--- config.mk ---
export PLATFORM = sky130hd
export DESIGN_NAME = control_unit
export DESIGN_NICKNAME = d
export VERILOG_FILES = /design/src/rtl/simplecpu_pkg.sv /design/src/rtl/control_unit_pc_reg.sv /design/src/rtl/control_unit.sv
export SDC_FILE = /design/constraint.sdc
export NUM_CORES = 1
export LEC_CHECK = 0
export CAP_MARGIN = 10
export CELL_PAD_IN_SITES_DETAIL_PLACEMENT = 1
export CELL_PAD_IN_SITES_GLOBAL_PLACEMENT = 1
export CORE_MARGIN = 1.5
export CORE_UTILIZATION = 40
export CTS_CLUSTER_DIAMETER = 120
export DETAILED_ROUTE_END_ITERATION = 12
export DONT_BUFFER_PORTS = 1
export PLACE_DENSITY = 0.77
export SLEW_MARGIN = 20
export SYNTH_ARGS = -nofsm -noshare
export SYNTH_HDL_FRONTEND = slang
export SYNTH_SLANG_ARGS = --single-unit
--- constraint.sdc ---
create_clock -name clk -period 2 [get_ports clk]
set_clock_uncertainty 0.05 [all_clocks]
set_input_delay 0.3 -clock clk [delete_from_list [all_inputs] [get_ports clk]]
set_output_delay 0.3 -clock clk [all_outputs]
set_load 0.005 [all_outputs]
--- src/rtl/simplecpu_pkg.sv ---
// simplecpu_pkg: opcode and state encodings plus instruction-word field positions.
// The JMPZ states exist only when CTRL_JMPZ_EN is defined.
package simplecpu_pkg;

    typedef enum logic [3:0] {
        OP_LOAD  = 4'h0,
        OP_STORE = 4'h1,
        OP_ADD   = 4'h2,
        OP_LOADC = 4'h3,
        OP_SUB   = 4'h4,
        OP_JMPZ  = 4'h5,
        OP_LOADN = 4'h6
    } opcode_t;

    typedef enum logic [3:0] {
        S_INIT,
        S_FETCH,
        S_DECODE,
        S_LOAD,
        S_STORE,
        S_ADD,
        S_SUB,
        S_LOADC,
        S_LOADN,
`ifdef CTRL_JMPZ_EN
        S_JMPZ,
        S_JMPZ_JMP,
`endif
        S_HALT
    } state_t;

    localparam int OP_MSB = 15;
    localparam int OP_LSB = 12;
    localparam int RA_MSB = 11;
    localparam int RA_LSB = 8;
    localparam int RB_MSB = 7;
    localparam int RB_LSB = 4;
    localparam int RC_MSB = 3;
    localparam int RC_LSB = 0;
    localparam int D_MSB  = 7;
    localparam int D_LSB  = 0;

endpackage

--- src/rtl/control_unit_pc_reg.sv ---
// pc_reg: program counter with clear, increment and relative (offset) load.
module pc_reg #(
    parameter int PC_W = 16
) (
    input  logic            clk,
    input  logic            rst_n,
    input  logic            clr_i,
    input  logic            inc_i,
    input  logic            ld_i,
    input  logic [PC_W-1:0] off_i,
    output logic [PC_W-1:0] pc_o
);
    logic [PC_W-1:0] pc_q, pc_d;

    always_comb pc_d = clr_i ? '0 : ld_i ? pc_q + off_i : inc_i ? pc_q + PC_W'(1) : pc_q;

    always_ff @(posedge clk or negedge rst_n)
        if (!rst_n) pc_q <= '0;
        else        pc_q <= pc_d;

    assign pc_o = pc_q;
endmodule

--- src/rtl/control_unit.sv ---
// control_unit: multi-cycle FETCH/DECODE/execute sequencer for the simple CPU datapath.
// Define CTRL_JMPZ_EN to enable the conditional relative jump (opcode 0101); otherwise it halts.
module control_unit
    import simplecpu_pkg::*;
#(
    parameter int PC_W  = 16,
    parameter int DM_AW = 8
) (
    input  logic             clk,
    input  logic             rst,
    input  logic             en,
    output logic [PC_W-1:0]  I_addr,
    output logic             I_rd,
    input  logic [15:0]      I_data,
    output logic [DM_AW-1:0] D_addr,
    output logic             D_rd,
    output logic             D_wr,
    output logic             RF_s,
    output logic             RF_W_wr,
    output logic             RF_Rp_rd,
    output logic             RF_Rq_rd,
    output logic             alu_s0,
    output logic             RF_cons,
    output logic             RF_ext,
    output logic [3:0]       RF_W_addr,
    output logic [3:0]       RF_Rp_addr,
    output logic [3:0]       RF_Rq_addr,
    output logic [7:0]       Val_cons,
    input  logic             RF_Rp_zero,
    output logic             halted
);
    state_t          state_q, state_d;
    logic [15:0]     ir_q, ir_d;
    logic [3:0]      ra, rb, rc;
    logic [7:0]      d8;
    logic [PC_W-1:0] pc, pc_off;
    logic            pc_ld;

    assign ra = ir_q[RA_MSB:RA_LSB];
    assign rb = ir_q[RB_MSB:RB_LSB];
    assign rc = ir_q[RC_MSB:RC_LSB];
    assign d8 = ir_q[D_MSB:D_LSB];

    // PC already points past the JMPZ, hence the -1 to make the offset instruction-relative
    assign pc_off = {{(PC_W-8){d8[7]}}, d8} - PC_W'(1);

`ifdef CTRL_JMPZ_EN
    assign pc_ld = en && state_q == S_JMPZ_JMP;
`else
    logic unused_zero;
    assign unused_zero = RF_Rp_zero;
    assign pc_ld = 1'b0;
`endif

    pc_reg #(.PC_W(PC_W)) u_pc (
        .clk   (clk),
        .rst_n (rst),
        .clr_i (en && state_q == S_INIT),
        .inc_i (en && state_q == S_FETCH),
        .ld_i  (pc_ld),
        .off_i (pc_off),
        .pc_o  (pc)
    );

    always_comb begin
        state_d = state_q;
        ir_d    = ir_q;
        case (state_q)
            S_INIT: begin
                state_d = S_FETCH;
                ir_d    = '0;
            end
            S_FETCH: begin
                state_d = S_DECODE;
                ir_d    = I_data;
            end
            S_DECODE:
                case (ir_q[OP_MSB:OP_LSB])
                    OP_LOAD:  state_d = S_LOAD;
                    OP_STORE: state_d = S_STORE;
                    OP_ADD:   state_d = S_ADD;
                    OP_LOADC: state_d = S_LOADC;
                    OP_SUB:   state_d = S_SUB;
`ifdef CTRL_JMPZ_EN
                    OP_JMPZ:  state_d = S_JMPZ;
`endif
                    OP_LOADN: state_d = S_LOADN;
                    default:  state_d = S_HALT;
                endcase
`ifdef CTRL_JMPZ_EN
            S_JMPZ:   state_d = RF_Rp_zero ? S_JMPZ_JMP : S_FETCH;
`endif
            S_HALT:   state_d = S_HALT;
            default:  state_d = S_FETCH;
        endcase
        if (!en) begin
            state_d = state_q;
            ir_d    = ir_q;
        end
    end

    always_ff @(posedge clk or negedge rst)
        if (!rst) begin
            state_q <= S_INIT;
            ir_q    <= '0;
        end else begin
            state_q <= state_d;
            ir_q    <= ir_d;
        end

    always_comb begin
        I_rd       = 1'b0;
        D_addr     = '0;
        D_rd       = 1'b0;
        D_wr       = 1'b0;
        RF_s       = 1'b0;
        RF_W_wr    = 1'b0;
        RF_Rp_rd   = 1'b0;
        RF_Rq_rd   = 1'b0;
        alu_s0     = 1'b0;
        RF_cons    = 1'b0;
        RF_ext     = 1'b0;
        RF_W_addr  = '0;
        RF_Rp_addr = '0;
        RF_Rq_addr = '0;
        Val_cons   = '0;
        case (state_q)
            S_FETCH: I_rd = 1'b1;
            S_LOAD: begin
                D_addr    = DM_AW'(d8);
                D_rd      = 1'b1;
                RF_s      = 1'b1;
                RF_W_addr = ra;
                RF_W_wr   = 1'b1;
            end
            S_STORE: begin
                D_addr     = DM_AW'(d8);
                D_wr       = 1'b1;
                RF_Rp_addr = ra;
                RF_Rp_rd   = 1'b1;
            end
            S_ADD, S_SUB: begin
                RF_W_addr  = ra;
                RF_W_wr    = 1'b1;
                RF_Rp_addr = rb;
                RF_Rp_rd   = 1'b1;
                RF_Rq_addr = rc;
                RF_Rq_rd   = 1'b1;
                alu_s0     = state_q == S_SUB;
            end
            S_LOADC, S_LOADN: begin
                RF_cons   = 1'b1;
                RF_ext    = state_q == S_LOADN;
                Val_cons  = d8;
                RF_W_addr = ra;
                RF_W_wr   = 1'b1;
            end
`ifdef CTRL_JMPZ_EN
            S_JMPZ: begin
                RF_Rp_addr = ra;
                RF_Rp_rd   = 1'b1;
            end
`endif
            default: ;
        endcase
        // a stall suppresses every strobe so nothing is written twice
        if (!en) begin
            I_rd     = 1'b0;
            D_rd     = 1'b0;
            D_wr     = 1'b0;
            RF_W_wr  = 1'b0;
            RF_Rp_rd = 1'b0;
            RF_Rq_rd = 1'b0;
        end
    end

    assign I_addr = pc;
    assign halted = state_q == S_HALT;
endmodule

# Word-level counts from Yosys, hierarchy flattened
# Cells that the tools add are included.
[word_totals] elab_cells=55 out_inout_bits=55 reg_bits=36
[op_classes] eq_ne=14 n_reduce_logical=12 addsub=1 muxes=25
[op_table] cell="$mux W16" n=2
[op_table] cell="$pmux W16 S2" n=1
[op_table] cell="$eq A4 B3 Y1 const B" n=6
[op_table] cell="$pmux W4 S6" n=1
[op_table] cell="$add A16 B1 Y16 const B" n=1
[op_table] cell="$eq A4 B2 Y1 const B" n=4
[op_table] cell="$mux W8" n=2
[op_table] cell="$mux W1" n=15
[op_table] cell="$pmux W4 S3" n=1
[op_table] cell="$eq A4 B1 Y1 const B" n=2
[op_table] cell="$eq A4 B4 Y1 const B" n=2
[op_table] cell="$logic_not A4 Y1" n=2
[op_table] cell="$mux W4" n=2
[op_table] cell="$pmux W4 S2" n=1
[op_table] cell="$reduce_or A2 Y1" n=3
[op_table] cell="$reduce_or A5 Y1" n=1
[op_table] cell="$reduce_bool A2 Y1" n=2
[op_table] cell="$reduce_or A3 Y1" n=1
[op_table] cell="$logic_and A1 B1 Y1" n=2
[op_table] cell="$reduce_and A2 Y1" n=1

# Logic depth before layout (Yosys ltp)
[depth] word_depth=4 ltp_mapped=7

# Cells and area by module
# From an unflattened synthesis, not the netlist that was laid out.
[unflattened] cells_unflattened=353 hier_area_um2=2920.3
[by_module_without_submodules] module="control_unit" seq_area_each_um2=500.5 instances=1 cells_each=183 area_each_um2=1472.7
[by_module_without_submodules] module="pc_reg" seq_area_each_um2=400.4 instances=1 cells_each=170 area_each_um2=1447.6

# Least setup slack after synthesis
# No wires, ideal clock.
[synth_timing] path_kind="reg2reg" startpoint="register state_q[1]" endpoint="register u_pc.pc_q[13], in the netlist u_pc.pc_o[13]" path_buffers=2 stages_incl_launch_ff=7 arrival_time_ns=1.815 period_less_slack_ns=1.943 required_time_ns=1.872 setup_slack_ns=0.057 path_cell_list="dfrtp_1 buf_6 or4b_4 buf_6 or2_4 or3_1 a21oi_1"
[synth_via] elab_chain_len=3
[synth_lines] item="start, declared" line="control_unit.sv:32" rtl="state_t state_q, state_d;"
[synth_lines] item="start signal, assigned" line="control_unit.sv:107" rtl="state_q <= state_d;"
[synth_lines] item="$eq A4 B1 Y1 or $logic_not A4 Y1 (tied branches)" line="control_unit.sv:59, control_unit.sv:58"
[synth_lines] item="$logic_and A1 B1 Y1 (on tied branches)" line="control_unit.sv:59, control_unit.sv:58"
[synth_lines] item="$reduce_bool A2 Y1 (no source line) or $mux W16 (tied branches)"
[synth_lines] item="end signal, assigned" line="control_unit_pc_reg.sv:19" rtl="else pc_q <= pc_d;"
[synth_lines] item="end, declared" line="control_unit_pc_reg.sv:13" rtl="logic [PC_W-1:0] pc_q, pc_d;"
# Parallel ways exist; a longest one is shown, timed or not.
# A chain may end at the register's enable or synchronous reset.

# Final worst setup path
[layout_timing] startpoint="register state_q[0]" endpoint="output port RF_W_addr[3]"
[layout_via] elab_chain_len=3
[layout_lines] item="$eq A4 B3 Y1 (tied with other cells)" line="control_unit.sv:127" rtl="case (state_q)"
[layout_lines] item="$reduce_or A5 Y1 (no source line) *"
[layout_lines] item="$mux W4 *" line="control_unit.sv:127"
[layout_lines] item="end, declared" line="control_unit.sv:25" rtl="output logic [3:0] RF_W_addr,"
# Every way passes the cells marked *; elsewhere a longest branch is shown, timed or not.

==> results_dict.tcl <==
set metrics [dict create \
    dieArea_um2 5700 \
    wl_per_cell_um 16.8 \
    setup_viol 0 \
    wl_met3_um 276 \
    drv_cap 0 \
    routed_wl_um 5760 \
    worst_ep_required_time_ns 1.65 \
    layout.cells.most_common "nand2_1" \
    maxSlewHeadroom_pct 74.4 \
    cp_max_fo 11 \
    grt_usage_pct 20.9 \
    drive_above_1_share_pct 16.9 \
    clockBufferDepth 2 \
    clk_latency_ns 0.28 \
    cp_top_family "flip-flops" \
    wl_met1_um 2510 \
    cts_tree "built" \
    die_w_um 75.5 \
    highest_layer "met4" \
    cp-end-kind "output pin" \
    grt_pass1_wl_um 9000 \
    setup.worst_path.start "state_q[0]" \
    period_minus_slack_ns 1.97 \
    cp_cell_sequence "buf_4, o21ai_0, a21oi_2, nor2_4, nor2b_1" \
    start_util_pct 41.4 \
    synth_top_area_share_pct 42.8 \
    ys_ff_latch 36 \
    path_clk_slew_ns 0.07 \
    power_frac_comb_pct 46.4 \
    status "finished clean" \
    num_io_pins 75 \
    fmax_mhz 509 \
    place_area_um2 2230 \
    vias 1865 \
    regToRegStartpoint "u_pc.pc_o[4]" \
    path_buf_inv 1 \
    hold_path_class "input pin to flop" \
    p_leak_nw 1.10 \
    grt_max_degree 37 \
    wl_met2_um 2890 \
    drt_pass1_iterations 4 \
    setup_slack_ns 0.0350 \
    grt_setup_unrepaired "true" \
    rows 26 \
    place.gp.congestion 0.791 \
    worstSetupPathType "flop to output pin" \
    p_seq_share_pct 37.1 \
    synthDistinctLibCells 39 \
    synthFlopType "dfrtp_1" \
    netlist_instances 257 \
    switching_share_pct 42.3 \
    post-route-period-util_pct 98.3 \
    synth_top_area_cell "dfrtp_1" \
    rrSetupSlack_ns 0.12 \
    fin_nets 292 \
    viasPerCell 5.45 \
    drtAntennaViolNets 0 \
    cts-root-buf "clkbuf_8" \
    grt_pass1_vias 1858 \
    port_buffers 0 \
    vdd_ir_drop_max_mv 0.653 \
    holdWs_ns 0.0705 \
    async_reset_ff_share_pct 100 \
    drc 0 \
    ys_seq_area_share_pct 42.8 \
    antenna_found_initial 0 \
    cts_sinks 36 \
    gr-total-overflow 0 \
    areaGrowthSynthToFinish_pct 18.6 \
    synth_area_leaders "dfrtp_1 43%, nand2_1 8.0%, and2_1 6.2%" \
    final_core_util_pct 49.1 \
    synth-edff-count 0 \
    htree_levels 2 \
    hold_violations 0 \
    max_stage_delay_ns 0.50 \
    syn_area_per_cell_um2 8.18 \
    slowest_stage "dfrtp_2" \
    power.switching_mw 1.37 \
    powerDensity_nw_per_um2 1300 \
    yosysWarnings 0 \
    cts-buffers-inserted 5 \
    syn_area_um2 2100 \
    syn-num-nets 278 \
    worst_ep_arrival_time_ns 1.62 \
    p_clk_share_pct 16.6 \
    fin_area_um2 2490 \
    hp-start "en" \
    drv_slew 0 \
    max_slew.worst_pin.slew_ns 0.381 \
    mostFrequentLayoutCells "45 x nand2_1, 35 x dfrtp_1, 26 x o21ai_0" \
    drt_iter0_drc 71 \
    diodes 0 \
    core_um2 5070 \
    pre_cts_ws_ns 0.147 \
    place_hpwl_um 3950 \
    internal_power_mw 1.87 \
    fp.dieH_um 75.5 \
    start_kind "flop" \
]
[layer usage]
layer	vias up	track usage, %
met5	-	0
met4	0	6.55
met3	9	4.63
met2	42	36.5
met1	913	25.8
li1	901	-
[timing repair]
item | 4_1_cts | 5_1_grt
endpoints found under the hold margin | 36 | 0
cloned | 0 | 1
hold buffers | 2 | 0
buffers inserted | 0 | 4
resized for setup | 10 | 13
pin swaps | 0 | 2
endpoints found under the setup margin | 23 | 33
[logic make-up (layout without fill, tap and decap cells)]
group | after synthesis | after routing | synth area share, %
adder cells (fa/ha/maj) | 1 | 1 | 0.595
multiplexers | 5 | 5 | 2.44
AO/OA/AOI/OAI | 48 | 48 | 12.7
AND/OR/NAND/NOR | 138 | 138 | 33.5
flip-flops | 36 | 36 | 42.8
XOR/XNOR | 8 | 8 | 3.33
buffers and inverters | 21 | 36 | 4.64
[sequential cells by signal, summed over array words and instances, names as in the netlist]
| register | flops |
|---|---|
| ir_q | 16 |
| u_pc.pc_o | 16 |
| state_q | 4 |
[stage by stage]
| stage | power, mW | std cells | TNS [ns] |
|---|---|---|---|
| after floorplan | 2.08 | 257 | 0 |
| after global placement | 2.39 | 327 | 0 |
| after detailed placement | 2.44 | 327 | 0 |
| after CTS | 3.08 | 337 | 0 |
| after global routing | 3.53 | 342 | -0.428 |
| final | 3.24 | 342 | 0 |
[layout make-up]
type | instances | area, um2
multi-input cells | 200 | 1170
flip-flops and latches | 36 | 902
inverters | 5 | 18.8
well taps | 70 | 87.6
clock buffers | 8 | 90.1
repair buffers | 23 | 221
fillers | 639 | 2580
[synth_stat cells (2+ instances only)]
| cell type | count |
|---|---|
| inv_1 | 5 |
| nand2_1 | 45 |
| xnor2_1 | 4 |
| nor2b_1 | 8 |
| a21oi_1 | 13 |
| buf_6 | 2 |
| nor2_1 | 25 |
| nand4_1 | 5 |
| nor3b_1 | 3 |
| and3b_1 | 2 |
| mux2i_1 | 4 |
| xor2_1 | 4 |
| o31ai_1 | 3 |
| and2_1 | 21 |
| o21ai_0 | 26 |
| nand3_1 | 5 |
| or4_1 | 2 |
| nand2b_1 | 3 |
| clkbuf_1 | 13 |
| or3_1 | 4 |
| dfrtp_1 | 36 |
| nor3_1 | 6 |
| nor4_1 | 2 |
[power by group through the flow]
stage               sequential, mW  clock [mW]  combinational, mW
floorplan                     1.12           0              0.963
global placement              1.20           0               1.19
detailed placement            1.21           0               1.23
CTS                           1.20       0.558               1.31
global route                  1.24       0.591               1.70
finish                        1.20       0.537               1.50
[path summary, 6_finish.rpt]
| kind | cells after the start | to |
|---|---|---|
| max | 5 | RF_W_addr[3] |
| min | 1 | state_q[2] |
| max reg2reg | 4 | u_pc.pc_o[14] |
| min reg2reg | 2 | ir_q[9] |
| max in group asynchronous | 2 | state_q[0] |
| min in group asynchronous | 2 | ir_q[1] |
[worst register-to-register path, cell delays in order (launching register included)]
cell and delay [ns]:
dfrtp_1 0.48, nand4_1 0.25, or3_1 0.48, or4_1 0.41, a21oi_1 0.15
Note: power is estimated with default switching activity, not from simulation.
